<file path="src/rtl/one_shot_scheduler.sv">
// Round-robin arbiter that time-shares a single one-shot pulse generator.
// It loads and fires the one-shot, watches its output with timeouts, then returns done.
module one_shot_scheduler #(
  parameter int N_REQ   = 4,
  parameter int DUR_W   = 8,
  parameter int TIMEOUT = 15,
  parameter int GAP     = 2
) (
  input  logic                   clk,
  input  logic                   reset,
  input  logic [N_REQ-1:0]       req,
  input  logic [N_REQ*DUR_W-1:0] dur_in,
  output logic [N_REQ-1:0]       grant,
  output logic [N_REQ-1:0]       done,
  output logic                   err,
  output logic                   busy,
  output logic [DUR_W-1:0]       os_dur,
  output logic                   os_load,
  output logic                   os_in,
  input  logic                   os_out
);

  // state   | meaning
  // IDLE    | waiting for a request; winner and duration latched on exit
  // LOAD    | grant and os_load presented with os_dur
  // FIRE    | os_in pulse, or immediate done for a zero duration
  // WAIT_HI | waiting for os_out to rise, TIMEOUT-cycle bound
  // WAIT_LO | waiting for os_out to fall, dur_q+TIMEOUT-cycle bound
  // GAP     | enforced idle gap between services

  localparam int PW = (N_REQ > 1) ? $clog2(N_REQ) : 1;
  localparam int TW = DUR_W + 5;
  localparam int GW = $clog2(GAP + 2);

  typedef enum logic [2:0] {
    S_IDLE, S_LOAD, S_FIRE, S_WAIT_HI, S_WAIT_LO, S_GAP
  } state_t;

  state_t            state;
  logic [PW-1:0]     rr_ptr;
  logic [PW-1:0]     win;
  logic [DUR_W-1:0]  dur_q;
  logic [TW-1:0]     tmr;
  logic [GW-1:0]     gcnt;

  logic [PW-1:0]     pick_idx;
  logic [PW-1:0]     cand;
  logic [PW-1:0]     next_rr;
  logic [DUR_W-1:0]  pick_dur;

  // Scan downward so the candidate closest to rr_ptr is written last and wins.
  always_comb begin
    pick_idx = rr_ptr;
    cand     = '0;
    for (int i = N_REQ - 1; i >= 0; i--) begin
      cand = PW'((int'(rr_ptr) + i) % N_REQ);
      if (req[cand]) pick_idx = cand;
    end
  end

  always_comb begin
    pick_dur = '0;
    for (int i = 0; i < N_REQ; i++) begin
      if (PW'(i) == pick_idx) pick_dur = dur_in[i*DUR_W +: DUR_W];
    end
    if (int'(pick_idx) == N_REQ - 1) next_rr = '0;
    else                             next_rr = pick_idx + 1'b1;
  end

  always_ff @(posedge clk or posedge reset) begin
    if (reset) begin
      state   <= S_IDLE;
      rr_ptr  <= '0;
      win     <= '0;
      dur_q   <= '0;
      tmr     <= '0;
      gcnt    <= '0;
      grant   <= '0;
      done    <= '0;
      err     <= 1'b0;
      busy    <= 1'b0;
      os_dur  <= '0;
      os_load <= 1'b0;
      os_in   <= 1'b0;
    end else begin
      done <= '0;
      err  <= 1'b0;
      case (state)
        S_IDLE: begin
          if (|req) begin
            win    <= pick_idx;
            dur_q  <= pick_dur;
            rr_ptr <= next_rr;
            busy   <= 1'b1;
            state  <= S_LOAD;
          end
        end
        S_LOAD: begin
          grant   <= N_REQ'(1) << win;
          os_dur  <= dur_q;
          os_load <= (dur_q != '0);
          state   <= S_FIRE;
        end
        S_FIRE: begin
          os_load <= 1'b0;
          if (dur_q == '0) begin
            done  <= grant;
            grant <= '0;
            gcnt  <= GW'(GAP);
            state <= S_GAP;
          end else begin
            os_in <= 1'b1;
            tmr   <= TW'(TIMEOUT);
            state <= S_WAIT_HI;
          end
        end
        S_WAIT_HI: begin
          os_in <= 1'b0;
          if (os_out) begin
            tmr   <= TW'(dur_q) + TW'(TIMEOUT);
            state <= S_WAIT_LO;
          end else if (tmr <= TW'(1)) begin
            err   <= 1'b1;
            done  <= grant;
            grant <= '0;
            gcnt  <= GW'(GAP);
            state <= S_GAP;
          end else begin
            tmr <= tmr - 1'b1;
          end
        end
        S_WAIT_LO: begin
          if (!os_out) begin
            done  <= grant;
            grant <= '0;
            gcnt  <= GW'(GAP);
            state <= S_GAP;
          end else if (tmr <= TW'(1)) begin
            err   <= 1'b1;
            done  <= grant;
            grant <= '0;
            gcnt  <= GW'(GAP);
            state <= S_GAP;
          end else begin
            tmr <= tmr - 1'b1;
          end
        end
        S_GAP: begin
          // GAP of 0 or 1 both leave after a single cycle here.
          if (gcnt <= GW'(1)) begin
            busy   <= 1'b0;
            os_dur <= '0;
            state  <= S_IDLE;
          end else begin
            gcnt <= gcnt - 1'b1;
          end
        end
        default: state <= S_IDLE;
      endcase
    end
  end

endmodule

</file>
<file path="config.mk">
export PLATFORM = sky130hd
export DESIGN_NAME = one_shot_scheduler
export DESIGN_NICKNAME = d
export VERILOG_FILES = /design/src/rtl/one_shot_scheduler.sv
export SDC_FILE = /design/constraint.sdc
export NUM_CORES = 1
export LEC_CHECK = 0
export BUFFER_PORTS_ARGS = -buffer_cell sky130_fd_sc_hd__buf_2
export CELL_PAD_IN_SITES_DETAIL_PLACEMENT = 2
export CELL_PAD_IN_SITES_GLOBAL_PLACEMENT = 2
export CORE_MARGIN = 2
export CORE_UTILIZATION = 34
export CTS_BUF_LIST = sky130_fd_sc_hd__clkbuf_4
export CTS_CLUSTER_DIAMETER = 200
export CTS_CLUSTER_SIZE = 16
export DETAILED_ROUTE_END_ITERATION = 16
export HOLD_SLACK_MARGIN = 0.06
export PLACE_DENSITY_LB_ADDON = 0.25
export SYNTH_ARGS = -nofsm -noshare
export SYNTH_HDL_FRONTEND = slang
export SYNTH_SLANG_ARGS = --single-unit
</file>
<file path="constraint.sdc">
create_clock -name clk -period 3.1 [get_ports clk]
set_input_delay 0 -clock clk [delete_from_list [all_inputs] [get_ports clk]]
set_output_delay 0 -clock clk [all_outputs]
set_load 0.01 [all_outputs]
</file>
==> results.toml, run 1 <==
[synthesis]
synth.top_cell.area_share_pct = 40.6
synth.avg_cell_area_sq_um = 8.57
seq_area_frac_synth_pct = 40.6
synth_top_area_cell = "dfrtp_1"
synth.cell_area_sq_um = 3090
ys_seq_elements = 50
synth_ff_type = "dfrtp_1"
syn_inst = 360
synthTopCellsByArea = "dfrtp_1, nand2_1, a21oi_1"
async_flop_share_pct = 100
ys_types = 63
syn_nets = 408
synth-edff-count = 0
yosys_warnings = 0

[cells_and_area]
drive_above_1_share_pct = 18.5
areaGrowthSynthToFinish_pct = 17.7
instances_no_fill = 529
most-common-layout-cells = "buf_2, dfrtp_1, nand2_1"
mostFrequentLayoutCell = "buf_2"
finish.utilization_pct = 41.4
final_cell_area_sq_um = 3630
diodes = 0
layout.nets = 468

[routing]
first_pass_iters = 4
vias_per_cell = 5.68
ant_nets = 0
drc_errors = 0
via_count = 3003
wl_per_cell_um = 19.2
first_iter_violations = 93
wl_mm = 10.2

[pwr]
p_sw_mw = 1.63
clkPwrFrac_pct = 9.7
total_power_mw = 3.32
swShare_pct = 49.0
vdd_drop_max_mv = 0.248
p_int_mw = 1.69
power_leakage_nw = 1.64
pwr-share-seq_pct = 35.8
comb_power_share_pct = 54.5
power.density_nw_per_um2 = 915

[sta]
finalSetupViolations = 0
hold_viol = 0
tightest_slew_ns = 0.845
setup_slack_ns = 0.398
maxSlewViolCount = 0
relSlewSlack_pct = 43.6
fin_tns_setup_ns = 0
grt_setup_unrepaired = "false"
whs_ns = 0.0867
fin_crit_ns = 2.70
finClkSkew_ns = 0.00708
timing.final.crit_share_pct = 87.2
fmax_ghz = 0.370

[cts]
clk_latency_ns = 0.37
h-tree-depth = 2
cts_max_path_buffers = 2
cts_sinks = 50
cts_buffers = 5
clk_pin_slew_ns = 0.15
cts_tree = "yes"
cts_root_buf = "clkbuf_4"

[floorplan]
io_pins = 59
rows = 34
die_h_um = 99.3
core_sq_um = 8760
die-area_sq_um = 9850
die_w_um = 99.3
initial_core_util_pct = 35.2

[worst_setup_path]
crit_start = "rr_ptr[0]"
worstPathRequired_ns = 3.41
max_stage_delay_ns = 0.46
r2r-start = "rr_ptr[0]"
rrSetupSlack_ns = 0.40
r2r_cells = 10
worstSetupStartpointType = "register"
r2r_end = "dur_q[4]"
cp.arrival_ns = 3.01
cpMostUsedCell = "a21oi_1"
critPathMaxFanout = 10
cp_slowest_cell = "dfrtp_1"
cp_cell_sequence = "nor2_1 > a21oi_1 > o211ai_1 > inv_1 > ha_1 > nor2b_1 > a221oi_1 > nor3_1 > a21oi_1 > o21ai_1"
critical_path_class = "register to register"
crit_path_end_kind = "register"

[placed_design]
dp.cells = 509
preCtsSetupSlack_ns = 0.427
globalplace.congestion = 0.838
dpl_cell_area_sq_um = 3450
dp_hpwl_mm = 7.48
io_buffers = 58

[global_route]
overflow = 0
grt_pass1_vias = 3285
antenna_found_initial = 0
grt_pass1_wl_mm = 16.9
grt_max_degree = 41
track_usage_pct = 21.2

[outcome]
outcome = "finished, final reports clean"

[worst_hold_path]
min_path_type = "input port to register"
hp-start = "dur_in[21]"
holdPathStages = 5
hold_end = "dur_q[5]"

[run]
maxCapViolCount = 0
cell usage after synthesis, drive strengths merged, types with 2 or more instances:
| library cell | instances |
|---|---|
| xnor2 | 4 |
| o21ai | 32 |
| a211oi | 4 |
| nand2b | 6 |
| a2bb2oi | 3 |
| o2111ai | 2 |
| or4 | 5 |
| nor3 | 18 |
| clkbuf | 17 |
| a221oi | 7 |
| a21oi | 26 |
| ha | 9 |
| o22ai | 8 |
| dfrtp | 50 |
| nor4 | 5 |
| nor3b | 2 |
| buf | 4 |
| xor2 | 4 |
| o32a | 2 |
| nand3 | 8 |
| o211a | 2 |
| o41ai | 2 |
| nand2 | 42 |
| o2bb2ai | 3 |
| o211ai | 3 |
| a22o | 2 |
| mux2 | 3 |
| or2 | 3 |
| a31oi | 5 |
| and3 | 2 |
| nor2b | 13 |
| o31ai | 2 |
| nand4 | 3 |
| inv | 16 |
| nor2 | 24 |
power by group through the flow:
stage          logic (mW)  clock network, mW  registers (mW)
2_1_floorplan        1.30                  0            1.10
3_3_place_gp         1.69                  0            1.18
3_5_place_dp         1.78                  0            1.21
4_1_cts              1.82              0.332            1.19
5_1_grt              2.04              0.354            1.23
6_report             1.81              0.323            1.19
cells by family (layout without fill, tap and decap cells):
| family | after synthesis | in the layout | synth area share, % |
|---|---|---|---|
| adder cells (fa/ha/maj) | 9 | 9 | 3.65 |
| AND/OR/NAND/NOR | 140 | 140 | 23.9 |
| buffers and inverters | 37 | 98 | 4.83 |
| AO/OA/AOI/OAI | 113 | 113 | 23.7 |
| flip-flops | 50 | 50 | 40.6 |
| XOR/XNOR | 8 | 8 | 2.27 |
| multiplexers | 3 | 3 | 1.09 |
critical path: cells and delay by family, from the launching register on:
| kind | cells | cell delay (ns) |
|---|---|---|
| AO/OA/AOI/OAI | 5 | 0.89 |
| AND/OR/NAND/NOR | 3 | 0.83 |
| flip-flops | 1 | 0.46 |
| adder cells (fa/ha/maj) | 1 | 0.34 |
| buffers and inverters | 1 | 0.13 |
state kept, by name (all words and copies together), names as in the netlist:
name / flops
err: 1
grant: 4
tmr: 13
gcnt: 2
os_in: 1
state: 3
os_load: 1
rr_ptr: 2
win: 2
busy: 1
dur_q: 8
done: 4
os_dur: 8
final cells by class:
cell class / count / area [sq um]
Clock buffer: 6 / 45.0
Clock inverter: 2 / 13.8
Fill cell: 1037 / 5130
Inverter: 16 / 60.1
Multi-Input combinational cell: 273 / 1690
Sequential cell: 50 / 1250
Tap cell: 108 / 135
Timing Repair Buffer: 74 / 440
worst max-delay path by stage:
stage                to  slack [ns]  cells past startpoint
6_report       dur_q[4]        0.40                     10
5_1_grt        dur_q[4]        0.11                     10
4_1_cts        dur_q[0]        0.39                     10
3_5_place_dp   dur_q[0]        0.43                     10
3_3_place_gp   dur_q[1]        0.56                     10
2_1_floorplan  dur_q[0]        0.94                     11
repair_timing:
action / in CTS / in global routing
hold endpoints to repair: 48 / 0
hold buffers: 12 / 0
buffers inserted: 0 / 0
gates resized for setup: 0 / 0
metal layers:
| metal | routed length, um | up-vias | track usage (%) |
|---|---|---|---|
| met3 | 282 | 14 | 3.02 |
| met5 | 0 | - | 0 |
| met4 | 153 | 0 | 5.06 |
| li1 | - | 1433 | - |
| met2 | 5160 | 59 | 37.8 |
| met1 | 4560 | 1497 | 27.0 |
(Power assumes the default switching activity.)
==> run 2: changes to the inputs <==
--- a/config.mk
+++ b/config.mk
@@ -5,11 +5,12 @@
 export SDC_FILE = /design/constraint.sdc
 export NUM_CORES = 1
 export LEC_CHECK = 0
+export ABC_AREA = 1
 export BUFFER_PORTS_ARGS = -buffer_cell sky130_fd_sc_hd__buf_2
 export CELL_PAD_IN_SITES_DETAIL_PLACEMENT = 2
 export CELL_PAD_IN_SITES_GLOBAL_PLACEMENT = 2
 export CORE_MARGIN = 2
-export CORE_UTILIZATION = 34
+export CORE_UTILIZATION = 32
 export CTS_BUF_LIST = sky130_fd_sc_hd__clkbuf_4
 export CTS_CLUSTER_DIAMETER = 200
 export CTS_CLUSTER_SIZE = 16
==> run 2 against run 1 <==
Effect of this change:
- power grew 23%
- cell count grew 30%
- sequential power is essentially flat
==> results.toml, run 2 <==
[sta]
relSlewSlack_pct = 27.3
fin_crit_ns = 2.77
finalSetupViolations = 0
grt_setup_unrepaired = "false"
timing.final.crit_share_pct = 89.4
hold_viol = 0
fin_tns_setup_ns = 0
tightest_slew_ns = 1.09
fmax_ghz = 0.361
maxSlewViolCount = 0
finClkSkew_ns = 0.0121
setup_slack_ns = 0.327

[synthesis]
synthTopCellsByArea = "dfrtp_1, nand2_1, inv_1"
async_flop_share_pct = 100
synth_ff_type = "dfrtp_1"
syn_inst = 474
ys_seq_elements = 50
seq_area_frac_synth_pct = 38.0
syn_nets = 522
yosys_warnings = 0
ys_types = 34
synth.avg_cell_area_sq_um = 6.94
synth_top_area_cell = "dfrtp_1"
synth.most_common_cell = "nand2_1"
synth-edff-count = 0
synth.top_cell.area_share_pct = 38.0
synth.cell_area_sq_um = 3290
synth_common_cells = "nand2_1, inv_1, nor2_1, dfrtp_1, nand3_1"

[cts]
cts_root_buf = "clkbuf_4"
clk_pin_slew_ns = 0.15
cts_buffers = 5
clk_latency_ns = 0.37
cts_sinks = 50
cts_max_path_buffers = 2
h-tree-depth = 2
cts_tree = "yes"

[routing]
via_count = 3406
first_iter_violations = 85
first_pass_iters = 4
vias_per_cell = 4.97
wl_mm = 11.3
wl_per_cell_um = 16.4
drc_errors = 0
ant_nets = 0

[floorplan]
rows = 37
die_w_um = 105
io_pins = 59
die-area_sq_um = 11100
die_h_um = 105
core_sq_um = 10100
initial_core_util_pct = 32.5

[cells_and_area]
drive_above_1_share_pct = 18.0
mostFrequentLayoutCell = "nand2_1"
fillCellCount = 1250
areaGrowthSynthToFinish_pct = 19.9
most-common-layout-cells = "nand2_1, inv_1, buf_2"
largest_register_ffs = 13
largest_register = "tmr"
instances_no_fill = 686
largestRegisters = "tmr: 13 flops, dur_q: 8 flops, os_dur: 8 flops"
diodes = 0
layout.nets = 597

[global_route]
grt_max_degree = 51
grt_pass1_vias = 3890
overflow = 0
antenna_found_initial = 0
grt_pass1_wl_mm = 19.1
track_usage_pct = 21.3

[worst_hold_path]
hp-start = "dur_in[7]"
min_path_type = "input port to register"

[worst_setup_path]
crit_start = "rr_ptr[0]"
critPathMaxFanout = 11
r2r-start = "rr_ptr[0]"
worstSetupStartpointType = "register"
crit_path_end_kind = "register"
critical_path_class = "register to register"
worstPathRequired_ns = 3.40
cp.arrival_ns = 3.07

[pwr]
power_leakage_nw = 2.08
vdd_drop_max_mv = 0.554
total_power_mw = 4.08
power.density_nw_per_um2 = 1030

[placed_design]
dp.cells = 660
preCtsSetupSlack_ns = 0.192
globalplace.congestion = 0.832
io_buffers = 58
dp_hpwl_mm = 8.43

[run]
maxCapViolCount = 0

[outcome]
outcome = "finished, final reports clean"
## run 2: area by class of cell
| cell class | instances | area, sq um | share of cell area (%) |
|---|---|---|---|
| clock inverters | 3 | 16.3 | 0.412 |
| clock buffers | 5 | 37.5 | 0.951 |
| well taps | 136 | 170 | 4.31 |
| multi-input cells | 337 | 1700 | 43.1 |
| repair buffers | 77 | 478 | 12.1 |
| flip-flops and latches | 50 | 1250 | 31.7 |
| inverters | 78 | 293 | 7.42 |
## run 2: logic make-up after synthesis
| logic type | share of synthesized area, % |
|---|---|
| flops | 38.0 |
| compound gates | 13.8 |
| simple gates | 32.6 |
| xor+xnor | 1.60 |
| fa+ha+maj | 3.42 |
| buf+inv | 10.6 |
## run 2: metrics by stage
stage	hold slack (ns)	util, %	instance area (sq um)
finish	0.105	38.9	3950
global route	0.164	38.9	3950
CTS	0.0941	38.8	3940
detailed placement	0.278	36.5	3700
global placement	0.271	36.5	3700
floorplan	0.175	-	3290
## run 2: layer usage
metal	wire (um)	vias to the layer above	GRT usage (%)
li1	-	1663	-
met1	5070	1684	25.9
met2	5860	51	40.6
met3	242	8	2.54
met4	90	0	3.43
met5	0	-	0
## run 2: worst paths after layout
check | end | slack, ns | cells after the start
max | dur_q[1] | 0.33 | 15
min | dur_q[7] | 0.11 | 5
max reg2reg | dur_q[1] | 0.33 | 15
min reg2reg | os_in | 0.52 | 2
max in group asynchronous | os_dur[3] | 1.99 | 3
min in group asynchronous | win[0] | 0.45 | 3
## run 2: worst max-delay path, cell delays in order (launching register included)
cell and delay (ns):
dfrtp_1 0.53, or2_2 0.35, nand3_1 0.10, nand2_1 0.06, inv_1 0.05, nand2_1 0.05
nand2_1 0.07, nand2_1 0.05, nand2_1 0.05, nand2_1 0.13, ha_1 0.39, nor2_4 0.27
a22oi_1 0.10, o21ai_0 0.22, o21ai_0 0.12, o22ai_1 0.15
## run 2: what timing repair did
item,in CTS,in global routing
setup buffers,0,0
resized for setup,0,2
endpoints found under the setup margin,0,8
hold endpoints to repair,59,0
hold buffers,18,0
## run 2: report_power, final
| part | leakage [nW] | switching, mW | total [mW] | internal, mW |
|---|---|---|---|---|
| clock | 0.0303 | 0.225 | 0.311 | 0.0857 |
| sequential | 0.639 | 0.255 | 1.16 | 0.902 |
| combinational | 1.41 | 1.76 | 2.61 | 0.858 |
| total | 2.08 | 2.24 | 4.08 | 1.85 |
==> run 3: changes to the inputs <==
--- a/config.mk
+++ b/config.mk
@@ -5,12 +5,10 @@
 export SDC_FILE = /design/constraint.sdc
 export NUM_CORES = 1
 export LEC_CHECK = 0
-export ABC_AREA = 1
 export BUFFER_PORTS_ARGS = -buffer_cell sky130_fd_sc_hd__buf_2
 export CELL_PAD_IN_SITES_DETAIL_PLACEMENT = 2
 export CELL_PAD_IN_SITES_GLOBAL_PLACEMENT = 2
-export CORE_MARGIN = 2
-export CORE_UTILIZATION = 32
+export CORE_UTILIZATION = 34
 export CTS_BUF_LIST = sky130_fd_sc_hd__clkbuf_4
 export CTS_CLUSTER_DIAMETER = 200
 export CTS_CLUSTER_SIZE = 16
==> run 3 against run 2 <==
Effect of this change:
- critical path depth shrank 5
- power shrank 17%
- die area shrank 15%
- first-iteration DRC count shrank 9.4%
- non-clock buffer count shrank 3
- worst setup slack lost 0.019 ns
- maximum frequency shrank 0.69%
- core utilization grew 2.7 points
- sequential share of layout area grew 2.6 points
- worst hold slack lost 0.022 ns
- global-route usage grew 0.70 points
- largest cell class unchanged
==> results.toml, run 3 (synthesis gave the netlist of run 1 again) <==
[worst_setup_path]
critical_path_class = "register to register"
critPathMaxFanout = 10
worstPathRequired_ns = 3.42
worstSetupStartpointType = "register"
cp.arrival_ns = 3.11
crit_path_end_kind = "register"

[run]
maxCapViolCount = 0

[sta]
hold_viol = 0
whs_ns = 0.0828
tightest_slew_ns = 1.07
grt_setup_unrepaired = "false"
fin_tns_setup_ns = 0
relSlewSlack_pct = 28.6
fin_crit_ns = 2.79
fmax_ghz = 0.358
timing.final.crit_share_pct = 90.1
maxSlewViolCount = 0
finalSetupViolations = 0
finClkSkew_ns = 0.00760

[pwr]
p_sw_mw = 1.63
p_int_mw = 1.77
power_leakage_nw = 1.64
clkPwrFrac_pct = 11.7
vdd_drop_max_mv = 0.297
power.density_nw_per_um2 = 932
swShare_pct = 47.9
comb_power_share_pct = 53.5
pwr-share-seq_pct = 34.9

[global_route]
grt_pass1_wl_mm = 16.7
grt_pass1_vias = 3294
overflow = 0
gr-usage-met1_pct = 27.1
busiest_layer = "met2"
grt_max_degree = 51
grt_use_met2_pct = 40.6
antenna_found_initial = 0
use_met3_pct = 2.81
track_usage_pct = 22.0

[worst_hold_path]
min_path_type = "input port to register"

[routing]
wl_mm = 9.99
ant_nets = 0
drc_errors = 0
vias_per_cell = 5.61
wl_per_cell_um = 18.9
first_pass_iters = 4
via_count = 2963
first_iter_violations = 77

[cts]
postCtsHoldBufs = 12
h-tree-depth = 2
cts_tree = "yes"
cts_setup_buffers = 0
cts_buffers = 5
cts_root_buf = "clkbuf_4"
cts_sinks = 50
cts_resized = 0
cts_max_path_buffers = 2
clk_pin_slew_ns = 0.15
clk_latency_ns = 0.39

[placed_design]
globalplace.congestion = 0.796
io_buffers = 58
dp_hpwl_mm = 7.24

[cells_and_area]
drive_above_1_share_pct = 18.3
areaGrowthSynthToFinish_pct = 18.2
largest_register = "tmr"
diodes = 0
largest_register_ffs = 13
fillCellCount = 1014
layout.nets = 468
mostFrequentLayoutCell = "buf_2"
most-common-layout-cells = "buf_2, dfrtp_1, nand2_1"
largestRegisters = "tmr: 13 flops, dur_q: 8 flops, os_dur: 8 flops"

[floorplan]
initial_core_util_pct = 35.2
die_h_um = 97.3
die-area_sq_um = 9460
die_w_um = 97.3
io_pins = 59
rows = 34
core_sq_um = 8760

[outcome]
outcome = "finished, final reports clean"
## run 3: per-stage QoR
step | worst slack, ns | power, mW | util [%] | instance area [sq um] | cells
after global routing | 0.0435 | 3.70 | 41.6 | 3650 | 528
after CTS | 0.408 | 3.41 | 41.6 | 3650 | 528
after detailed placement | 0.430 | 2.98 | 39.4 | 3450 | 509
after global placement | 0.562 | 2.88 | 39.4 | 3450 | 509
final | 0.308 | 3.40 | 41.6 | 3650 | 528
after floorplan | 0.945 | 2.40 | - | 3090 | 360
## run 3: power by group through the flow
| stage | Combinational [mW] | Clock (mW) | Sequential, mW |
|---|---|---|---|
| 2_1_floorplan | 1.30 | 0 | 1.10 |
| 3_3_place_gp | 1.70 | 0 | 1.18 |
| 3_5_place_dp | 1.77 | 0 | 1.20 |
| 4_1_cts | 1.82 | 0.405 | 1.19 |
| 5_1_grt | 2.05 | 0.425 | 1.23 |
| 6_report | 1.82 | 0.397 | 1.19 |
## run 3: area by class of cell
class / count / area [sq um] / area share, %
multi-input combinational: 273 / 1690 / 46.2
sequential: 50 / 1250 / 34.3
timing repair buffer: 74 / 440 / 12.1
tap: 108 / 135 / 3.70
inverter: 16 / 60.1 / 1.65
clock inverter: 2 / 38.8 / 1.06
clock buffer: 5 / 37.5 / 1.03
## run 3: final timing paths
path | slack (ns) | depth (start not counted) | start | end
min in group asynchronous | 0.41 | 3 | reset | done[0]
min | 0.08 | 5 | dur_in[21] | dur_q[5]
max reg2reg | 0.31 | 10 | rr_ptr[0] | dur_q[2]
max | 0.31 | 10 | rr_ptr[0] | dur_q[2]
min reg2reg | 0.52 | 1 | grant[0] | grant[0]
max in group asynchronous | 2.05 | 3 | reset | win[0]
## run 3: per-layer routing
layer | vias to the layer above | part of all wire (%)
met3 | 9 | 2.4
met5 | - | 0
met4 | 0 | 1.2
met2 | 49 | 52
met1 | 1471 | 44
li1 | 1434 | -
## run 3: critical path, stage by stage (launching register included)
cell,delay (ns)
dfrtp_1,0.46
nor2_1,0.18
a21oi_1,0.06
o211ai_1,0.41
inv_1,0.15
ha_1,0.35
nor2b_1,0.46
a221oi_1,0.16
nor3_1,0.24
a21oi_1,0.10
o21ai_1,0.14
